## config.mk

```make
export PLATFORM = sky130hd
export DESIGN_NAME = program_loader_flat
export DESIGN_NICKNAME = d
export VERILOG_FILES = /design/src/rtl/program_loader_if.sv /design/src/rtl/program_loader.sv /design/src/flat_wrapper.sv
export SDC_FILE = /design/constraint.sdc
export NUM_CORES = 1
export LEC_CHECK = 0
export BUFFER_PORTS_ARGS = -buffer_cell sky130_fd_sc_hd__buf_4
export CAP_MARGIN = 30
export CORE_MARGIN = 3
export CORE_UTILIZATION = 46
export CTS_CLUSTER_DIAMETER = 40
export CTS_CLUSTER_SIZE = 40
export DETAILED_ROUTE_END_ITERATION = 6
export PLACE_DENSITY_LB_ADDON = 0.05
export SYNTH_ARGS = -nofsm -noshare
export SYNTH_HDL_FRONTEND = slang
export SYNTH_SLANG_ARGS = --single-unit
```

## constraint.sdc

```tcl
create_clock -name clk -period 2.3 [get_ports clk]
set_input_delay 0.115 -clock clk [delete_from_list [all_inputs] [get_ports clk]]
set_output_delay 0.115 -clock clk [all_outputs]
set_load 0.03 [all_outputs]
```

## src/rtl/program_loader_if.sv

```systemverilog
// Byte-stream and program-memory write bundle for program_loader.
// master = byte source / memory side, slave = the loader itself.
interface program_loader_if #(
  parameter int unsigned MEMORY_DEPTH = 64,
  parameter int unsigned DATA_WIDTH   = 32
) ();

  logic                            Start_i;
  logic [$clog2(MEMORY_DEPTH):0]   Word_Count_i;
  logic [7:0]                      Byte_i;
  logic                            Byte_Valid_i;
  logic                            Ready_o;
  logic                            Busy_o;
  logic                            Wr_En_o;
  logic [$clog2(MEMORY_DEPTH)-1:0] Wr_Address_o;
  logic [DATA_WIDTH-1:0]           Wr_Data_o;
  logic                            Done_o;
  logic                            Error_o;

  modport slave (
    input  Start_i, Word_Count_i, Byte_i, Byte_Valid_i,
    output Ready_o, Busy_o, Wr_En_o, Wr_Address_o, Wr_Data_o, Done_o, Error_o
  );

  modport master (
    output Start_i, Word_Count_i, Byte_i, Byte_Valid_i,
    input  Ready_o, Busy_o, Wr_En_o, Wr_Address_o, Wr_Data_o, Done_o, Error_o
  );

endinterface

```

## src/rtl/program_loader.sv

```systemverilog
// Program loader: assembles a byte stream into big-endian words, writes them to
// sequential program-memory addresses and verifies a trailing XOR checksum.
module program_loader #(
  parameter int unsigned MEMORY_DEPTH = 64,
  parameter int unsigned DATA_WIDTH   = 32
) (
  input logic             clk,
  input logic             reset,
  program_loader_if.slave bus
);

  localparam int unsigned BPW      = DATA_WIDTH / 8;
  localparam int unsigned AddrW    = $clog2(MEMORY_DEPTH);
  localparam int unsigned CntW     = AddrW + 1;
  localparam int unsigned ByteCntW = (BPW > 1) ? $clog2(BPW) : 1;

  localparam logic [ByteCntW-1:0] LastByte = ByteCntW'(BPW - 1);
  localparam logic [CntW-1:0]     MaxWords = CntW'(MEMORY_DEPTH);

  typedef enum logic [1:0] {StIdle, StLoad, StCheck, StDone} state_e;

  state_e                state_q, state_d;
  logic [CntW-1:0]       n_q, n_d;
  logic [CntW-1:0]       idx_q, idx_d;
  logic [ByteCntW-1:0]   bcnt_q, bcnt_d;
  logic [DATA_WIDTH-1:0] asm_q, asm_d;
  logic [7:0]            csum_q, csum_d;
  logic                  wr_en_q, wr_en_d;
  logic [AddrW-1:0]      wr_addr_q, wr_addr_d;
  logic [DATA_WIDTH-1:0] wr_data_q, wr_data_d;
  logic                  error_q, error_d;
  logic [DATA_WIDTH-1:0] asm_next;
  logic [CntW-1:0]       idx_inc;

  // First byte of a word ends up in the top byte after BPW shifts.
  assign asm_next = (asm_q << 8) | DATA_WIDTH'(bus.Byte_i);
  assign idx_inc  = idx_q + CntW'(1);

  // State and datapath registers, synchronous reset.
  always_ff @(posedge clk) begin
    if (reset) begin
      state_q   <= StIdle;
      n_q       <= '0;
      idx_q     <= '0;
      bcnt_q    <= '0;
      asm_q     <= '0;
      csum_q    <= '0;
      wr_en_q   <= 1'b0;
      wr_addr_q <= '0;
      wr_data_q <= '0;
      error_q   <= 1'b0;
    end else begin
      state_q   <= state_d;
      n_q       <= n_d;
      idx_q     <= idx_d;
      bcnt_q    <= bcnt_d;
      asm_q     <= asm_d;
      csum_q    <= csum_d;
      wr_en_q   <= wr_en_d;
      wr_addr_q <= wr_addr_d;
      wr_data_q <= wr_data_d;
      error_q   <= error_d;
    end
  end

  // Next-state logic: start/count validation, byte assembly, word writes, checksum.
  always_comb begin
    state_d   = state_q;
    n_d       = n_q;
    idx_d     = idx_q;
    bcnt_d    = bcnt_q;
    asm_d     = asm_q;
    csum_d    = csum_q;
    wr_en_d   = 1'b0;
    wr_addr_d = wr_addr_q;
    wr_data_d = wr_data_q;
    error_d   = error_q;

    unique case (state_q)
      StIdle: begin
        if (bus.Start_i) begin
          error_d = 1'b0;
          n_d     = bus.Word_Count_i;
          idx_d   = '0;
          bcnt_d  = '0;
          asm_d   = '0;
          csum_d  = '0;
          // Rejecting out-of-range counts here means the address never wraps.
          if (bus.Word_Count_i == '0 || bus.Word_Count_i > MaxWords) begin
            error_d = 1'b1;
            state_d = StDone;
          end else begin
            state_d = StLoad;
          end
        end
      end

      StLoad: begin
        if (bus.Byte_Valid_i) begin
          asm_d  = asm_next;
          csum_d = csum_q ^ bus.Byte_i;
          if (bcnt_q == LastByte) begin
            bcnt_d    = '0;
            wr_en_d   = 1'b1;
            wr_addr_d = idx_q[AddrW-1:0];
            wr_data_d = asm_next;
            idx_d     = idx_inc;
            if (idx_inc == n_q) begin
              state_d = StCheck;
            end
          end else begin
            bcnt_d = bcnt_q + ByteCntW'(1);
          end
        end
      end

      StCheck: begin
        if (bus.Byte_Valid_i) begin
          if (bus.Byte_i != csum_q) begin
            error_d = 1'b1;
          end
          state_d = StDone;
        end
      end

      StDone: begin
        state_d = StIdle;
      end

      default: begin
        state_d = StIdle;
      end
    endcase
  end

  // Status outputs decode directly from the state; write port is registered.
  always_comb begin
    bus.Ready_o      = (state_q == StLoad) || (state_q == StCheck);
    bus.Busy_o       = (state_q == StLoad) || (state_q == StCheck);
    bus.Done_o       = (state_q == StDone);
    bus.Error_o      = error_q;
    bus.Wr_En_o      = wr_en_q;
    bus.Wr_Address_o = wr_addr_q;
    bus.Wr_Data_o    = wr_data_q;
  end

endmodule

```

## src/flat_wrapper.sv

```systemverilog
// flat-port wrapper written by rule: the top's interface ports become plain ports
module program_loader_flat 
#(
  parameter int unsigned MEMORY_DEPTH = 64,
  parameter int unsigned DATA_WIDTH   = 32
)
  (clk, reset, bus_Start_i, bus_Word_Count_i, bus_Byte_i, bus_Byte_Valid_i, bus_Ready_o, bus_Busy_o, bus_Wr_En_o, bus_Wr_Address_o, bus_Wr_Data_o, bus_Done_o, bus_Error_o);
  program_loader_if #(.MEMORY_DEPTH(MEMORY_DEPTH), .DATA_WIDTH(DATA_WIDTH)) bus_i ();
  input logic clk;
  input logic reset;
  input wire logic [$bits(bus_i.Start_i)-1:0] bus_Start_i;
  input wire logic [$bits(bus_i.Word_Count_i)-1:0] bus_Word_Count_i;
  input wire logic [$bits(bus_i.Byte_i)-1:0] bus_Byte_i;
  input wire logic [$bits(bus_i.Byte_Valid_i)-1:0] bus_Byte_Valid_i;
  output wire logic [$bits(bus_i.Ready_o)-1:0] bus_Ready_o;
  output wire logic [$bits(bus_i.Busy_o)-1:0] bus_Busy_o;
  output wire logic [$bits(bus_i.Wr_En_o)-1:0] bus_Wr_En_o;
  output wire logic [$bits(bus_i.Wr_Address_o)-1:0] bus_Wr_Address_o;
  output wire logic [$bits(bus_i.Wr_Data_o)-1:0] bus_Wr_Data_o;
  output wire logic [$bits(bus_i.Done_o)-1:0] bus_Done_o;
  output wire logic [$bits(bus_i.Error_o)-1:0] bus_Error_o;
  assign bus_i.Start_i = bus_Start_i;
  assign bus_i.Word_Count_i = bus_Word_Count_i;
  assign bus_i.Byte_i = bus_Byte_i;
  assign bus_i.Byte_Valid_i = bus_Byte_Valid_i;
  assign bus_Ready_o = bus_i.Ready_o;
  assign bus_Busy_o = bus_i.Busy_o;
  assign bus_Wr_En_o = bus_i.Wr_En_o;
  assign bus_Wr_Address_o = bus_i.Wr_Address_o;
  assign bus_Wr_Data_o = bus_i.Wr_Data_o;
  assign bus_Done_o = bus_i.Done_o;
  assign bus_Error_o = bus_i.Error_o;
  program_loader #(.MEMORY_DEPTH(MEMORY_DEPTH), .DATA_WIDTH(DATA_WIDTH)) u_core (.clk(clk), .reset(reset), .bus(bus_i));
endmodule
```

Word-level counts from Yosys, hierarchy flattened
Index checks and enable logic that the tools add are counted.
- bitwise gates (word level): 4
- $lt $le $gt $ge: 1
- multiplexer cells: 27
- reduce and logical (&&, ||, !) cells: 13
- equality and inequality tests: 12
- $add $sub $neg: 2
- operators with widths (operator ; count):
    $mux 24 ; 2
    $pmux 24 s2 ; 1
    $or 32x8->32 ; 1
    $mux 7 ; 3
    $mux 2 ; 9
    $mux 8 ; 2
    $pmux 8 s2 ; 1
    $pmux 7 s2 ; 1
    $ne 8x8->1 ; 1
    $pmux 2 s4 ; 1
    $reduce_and 4->1 ; 2
    $xor 8x8->8 ; 1
    $add 7x1->7 const B ; 1
    $eq 7x7->1 ; 1
    $gt 7x7->1 const B ; 1
    $logic_not 7->1 ; 1
    $eq 2x2->1 const B ; 3
    $ne 2x1->1 const B ; 3
    $ne 2x2->1 const B ; 3
    $reduce_and 3->1 ; 2
    $mux 1 ; 5
    $reduce_and 5->1 ; 1
    $pmux 2 s2 ; 1
    $reduce_bool 2->1 ; 2
    other kinds (8) ; 10
- output and inout bits: 43
- register bits after elaboration: 90
- logic and storage cells: 69
- input bits: 19

Depth between registers and ports, before layout
- depth in word-level cells: 6
- mapped depth: 10
- depth with buffers taken out: 8

Least setup slack after synthesis
OpenSTA, ideal clock, no wires.
- kind: reg-to-reg
- start: register u_core.state_q[0]
- end: register u_core.state_q[0]
- clock period less this slack: 1.744 ns
- library setup time: 0.079 ns
- stages on the path, launching flop included: 9
- required time: 2.221 ns
- path buffers: 0
- data arrival time: 1.665 ns
- path slack: 0.556 ns
- path through: dfxtp_1 > inv_1 > ha_1 > nand2b_2 > o2111ai_1 > nor4b_2 > o2111a_2 > nor3_1 > a211oi_2
- word-level cells in the longest chain between the ends: 3
- elaborated cells between the ends (all ways): 11
- classes of those cells: 8 x eq/ne; 1 x mux; 2 x reduce/logical
- RTL lines (element ; RTL line ; source):
    from (decl) ; program_loader.sv:22 ; state_e state_q, state_d;
    from (signal assigned) ; program_loader.sv:42 ; state_q <= StIdle;
    from (signal assigned) ; program_loader.sv:53 ; state_q <= state_d;
    $eq 2x1->1 (tied with other cells) ; program_loader.sv:79 ; unique case (state_q)
    $ne 2x1->1 (no line) / $ne 2x2->1 (equally long branches) ; n/a ;
    $reduce_and 5->1 (no line) ; n/a ;
Parallel ways exist; a longest one is shown, timed or not.
A chain may end at the register's enable or synchronous reset.

Worst setup path after layout
- start: register u_core.state_q[1]
- end: register u_core.idx_q[2]
- word-level cells in the longest chain between the ends: 3
- elaborated cells between the ends (all ways): 8
- classes of those cells: 4 x eq/ne; 1 x mux; 3 x reduce/logical
- RTL lines (element ; RTL line ; source):
    $eq 2x1->1 / $logic_not 2->1 (equally long branches) ; program_loader.sv:79 ;
    $ne 2x1->1 (no line) (tied with other cells) ; n/a ;
    $reduce_and 4->1 (no line) ; n/a ;
    to (signal assigned) ; program_loader.sv:55 ; idx_q <= idx_d;
    to (decl) ; program_loader.sv:24 ; logic [CntW-1:0] idx_q, idx_d;
Parallel ways exist; a longest one is shown, timed or not.

==> results.yml <==
floorplanning:
  num_io_pins: 62
  fp.dieArea_um2: 9187
  coreArea_um2: 7767
  floorplan.rows: 32
  start_util: 0.4781
  y_dimension_of_the_die_um: 95.85
  die_w_um: 95.85
clock_tree:
  cts.hold.buffers_added: 0
  h-tree-depth: 3
  clock_tree.buffer_depth: 2
  clockRootBuffer: "clkbuf_8"
  cts.sink_count: 90
  cts_tree: "yes"
  cts_resized: 0
  clkLatencyLatePin_ps: 360
  clkSlewWorstSetupHoldPaths_ps: 90
  numCtsBuffers: 9
  post-cts-setup-buffers: 0
finish:
  antenna_cells_inserted: 0
  nets: 526
  post_route_cells_drive_above_1_share: 0.1937
  area_growth_syn_to_layout_pct: 18.63
  post-route-util: 0.5672
sta:
  rsz0062_at_grt: "no"
  worst_slew_pin_slew_ps: 919.2
  max_clock_freq_ghz: 0.4964
  slew_viol_final: 0
  timing.setup.tns_ps: 0
  finalWorstPathRequiredPeriod_ps: 2014
  finalSetupViolCount: 0
  clock_skew_ps: 10.44
  final-hold-violation-count: 0
  min_period_over_period: 0.8758
  max_slew_margin: 0.3872
routing:
  detail_route.wl_per_cell_um: 13.65
  viasPerCell: 5.237
  detail_route.drc_violations: 0
  routed-via-count: 3184
  drt_pre_antenna_iters: 4
  routed_wirelength_um: 8300
  postRouteAntennaNets: 0
  dr.first_iter.drc_count: 192
place:
  place.gp.congestion: 0.8015
  post_dp_hpwl_um: 5800
  io_buffer_count: 61
synthesis:
  synthTopCellsByArea: "dfxtp_1 (49%), nand2_1 (10%), a21oi_1 (9.3%), nor2_1 (4.6%), a22oi_1 (3.6%)"
  post_synth_edffs: 0
  top_area_cell_type_share_of_the_netlist_area: 0.4852
  mappedNetlistArea_um2: 3714
  post_synthesis_average_cell_area_um2: 8.234
  postSynth.asyncResetShare: 0
  synth_cell_type_count: 46
  synthMostInstantiatedCell: "nand2_1"
  netlist_top_cells_count: "nand2_1 (103), dfxtp_1 (90), a21oi_1 (69), nor2_1 (46), a22oi_1 (18)"
  synth.ff_latch_count: 90
  ys_dominant_reg_cell: "dfxtp_1"
  synthesis.nets: 476
  synth_sequential_area_ratio: 0.4852
  ys_warn_count: 0
  synth_top_cell_by_area: "dfxtp_1"
  netlist_instances: 451
worst_setup_path:
  timing.setup.critical_path_class: "reg2reg"
  critical_path_cell_count: 7
  worst_path_max_delay_cell: "or3b_1"
  crit_path_end_kind: "flip-flop"
  worst_ep_required_time_ps: 2580
  cp.arrival_ps: 2290
  path_delay_family: "simple AND/OR/NAND/NOR gates"
  crit_buf_inv: 1
  largest_fanout_of_any_net_on_the_critical_path: 13
  path_cells: "inv_1 > ha_1 > nand2b_1 > o211a_1 > nand3_1 > or3b_1 > a21oi_1"
  timing.critical_path.from_type: "flip-flop"
  crit_path_max_incr_delay_ps: 430
  ff2ff_path_depth: 7
pwr:
  power_leakage_nw: 1.692
  ir_drop_mv: 0.3900
  power-per-cell-area_nw_per_um2: 889.3
global_routing:
  grt_pass1_vias: 2883
  grt-ovfl-total: 0
  grt_first_pass_wirelength_um: 13650
  track_usage: 0.1891
  number_of_antenna_violations_at_the_first_check_in_global_routing: 0
  grt_max_degree: 91
flow_run:
  cap_viol_max_count: 0
worst_hold_path:
  timing.hold.worst.class: "in2reg"
  whs_path_depth: 3
status:
  run_status: "finished clean"
-- through the flow --
step           power (W)  instances  hold slack [ps]  cell area (um^2)  setup slack, ps
3_5_place_dp    0.002899        592            396.5              4213            327.4
2_1_floorplan   0.002605        451            251.0              3714            555.7
5_1_grt         0.004134        608            20.70              4405            144.3
4_1_cts         0.003934        608            9.520              4405            295.3
3_3_place_gp    0.002882        592            391.2              4213            422.7
6_report        0.003918        608            16.30              4405            285.6
-- layout by cell type (no fill, tap or decap), types with 2 or more instances in the layout --
cell and count:
clkinvlp_4 2, a21oi_1 69, nor2_1 46, nand4_1 2, xnor2_1 9, o211a_1 2
inv_1 4, nor2b_1 2, dfxtp_1 90, inv_6 2, a21o_1 2, ha_1 6
and3_1 2, nand2_1 103, nor3_1 6, buf_4 68, nand3_1 15, clkbuf_8 10
a22oi_1 18, or3b_1 2, o2111ai_1 2, xor2_1 8, inv_8 2, o21ai_0 12
-- path summary, 6_finish.rpt --
| kind | startpoint | endpoint | slack [ps] |
|---|---|---|---|
| min | bus_Word_Count_i[2] | u_core.n_q[2] | 20 |
| max | u_core.state_q[1] | u_core.idx_q[2] | 290 |
| max reg2reg | u_core.state_q[1] | u_core.idx_q[2] | 290 |
| min reg2reg | u_core.bus.Wr_Data_o[26] | u_core.bus.Wr_Data_o[26] | 460 |
-- final cells by class --
type / instances / area (um^2)
Inverter: 4 / 15.01
Clock inverter: 6 / 55.05
Tap cell: 102 / 127.6
Timing Repair Buffer: 69 / 530.5
Fill cell: 744 / 3362
Multi-Input combinational cell: 327 / 1738
Clock buffer: 10 / 137.6
Sequential cell: 90 / 1802
-- state kept, by name, summed over array words and instances, names as in the netlist --
name and count:
u_core.bcnt_q 2, u_core.bus.Wr_En_o 1, u_core.bus.Error_o 1, u_core.state_q 2, u_core.idx_q 7, u_core.bus.Wr_Data_o 32
u_core.n_q 7, u_core.asm_q 24, u_core.bus.Wr_Address_o 6, u_core.csum_q 8
-- report_power, final --
group          leakage [nW]  total, W  internal [W]  switching, W
clock                0.0934   0.00105      0.000445      0.000603
combinational         0.872   0.00116      0.000414      0.000751
sequential            0.727   0.00171       0.00164     0.0000666
-- cells by family (layout without fill, tap and decap cells) --
kind of cell | count (synthesis) | in the layout | share of synthesized area
compound gates | 115 | 115 | 0.1867
xor+xnor | 18 | 18 | 0.04448
fa+ha+maj | 6 | 6 | 0.02022
buf+inv | 34 | 89 | 0.04683
flops | 90 | 90 | 0.4852
simple gates | 188 | 188 | 0.2166
-- worst register-to-register path, delay by kind of cell (launching register included) --
kind	cells	cell delay, ps
buffers and inverters	1	80
AND/OR/NAND/NOR	3	790
AO/OA/AOI/OAI	2	350
flip-flops	1	390
adder cells (fa/ha/maj)	1	330
-- layer usage --
layer,share of wire,up-vias,global-route usage
li1,-,1634,-
met2,0.45,54,0.2999
met5,0,-,0
met4,0.010,0,0.05687
met3,0.039,6,0.04144
met1,0.50,1490,0.2578
(Power assumes the default switching activity.)
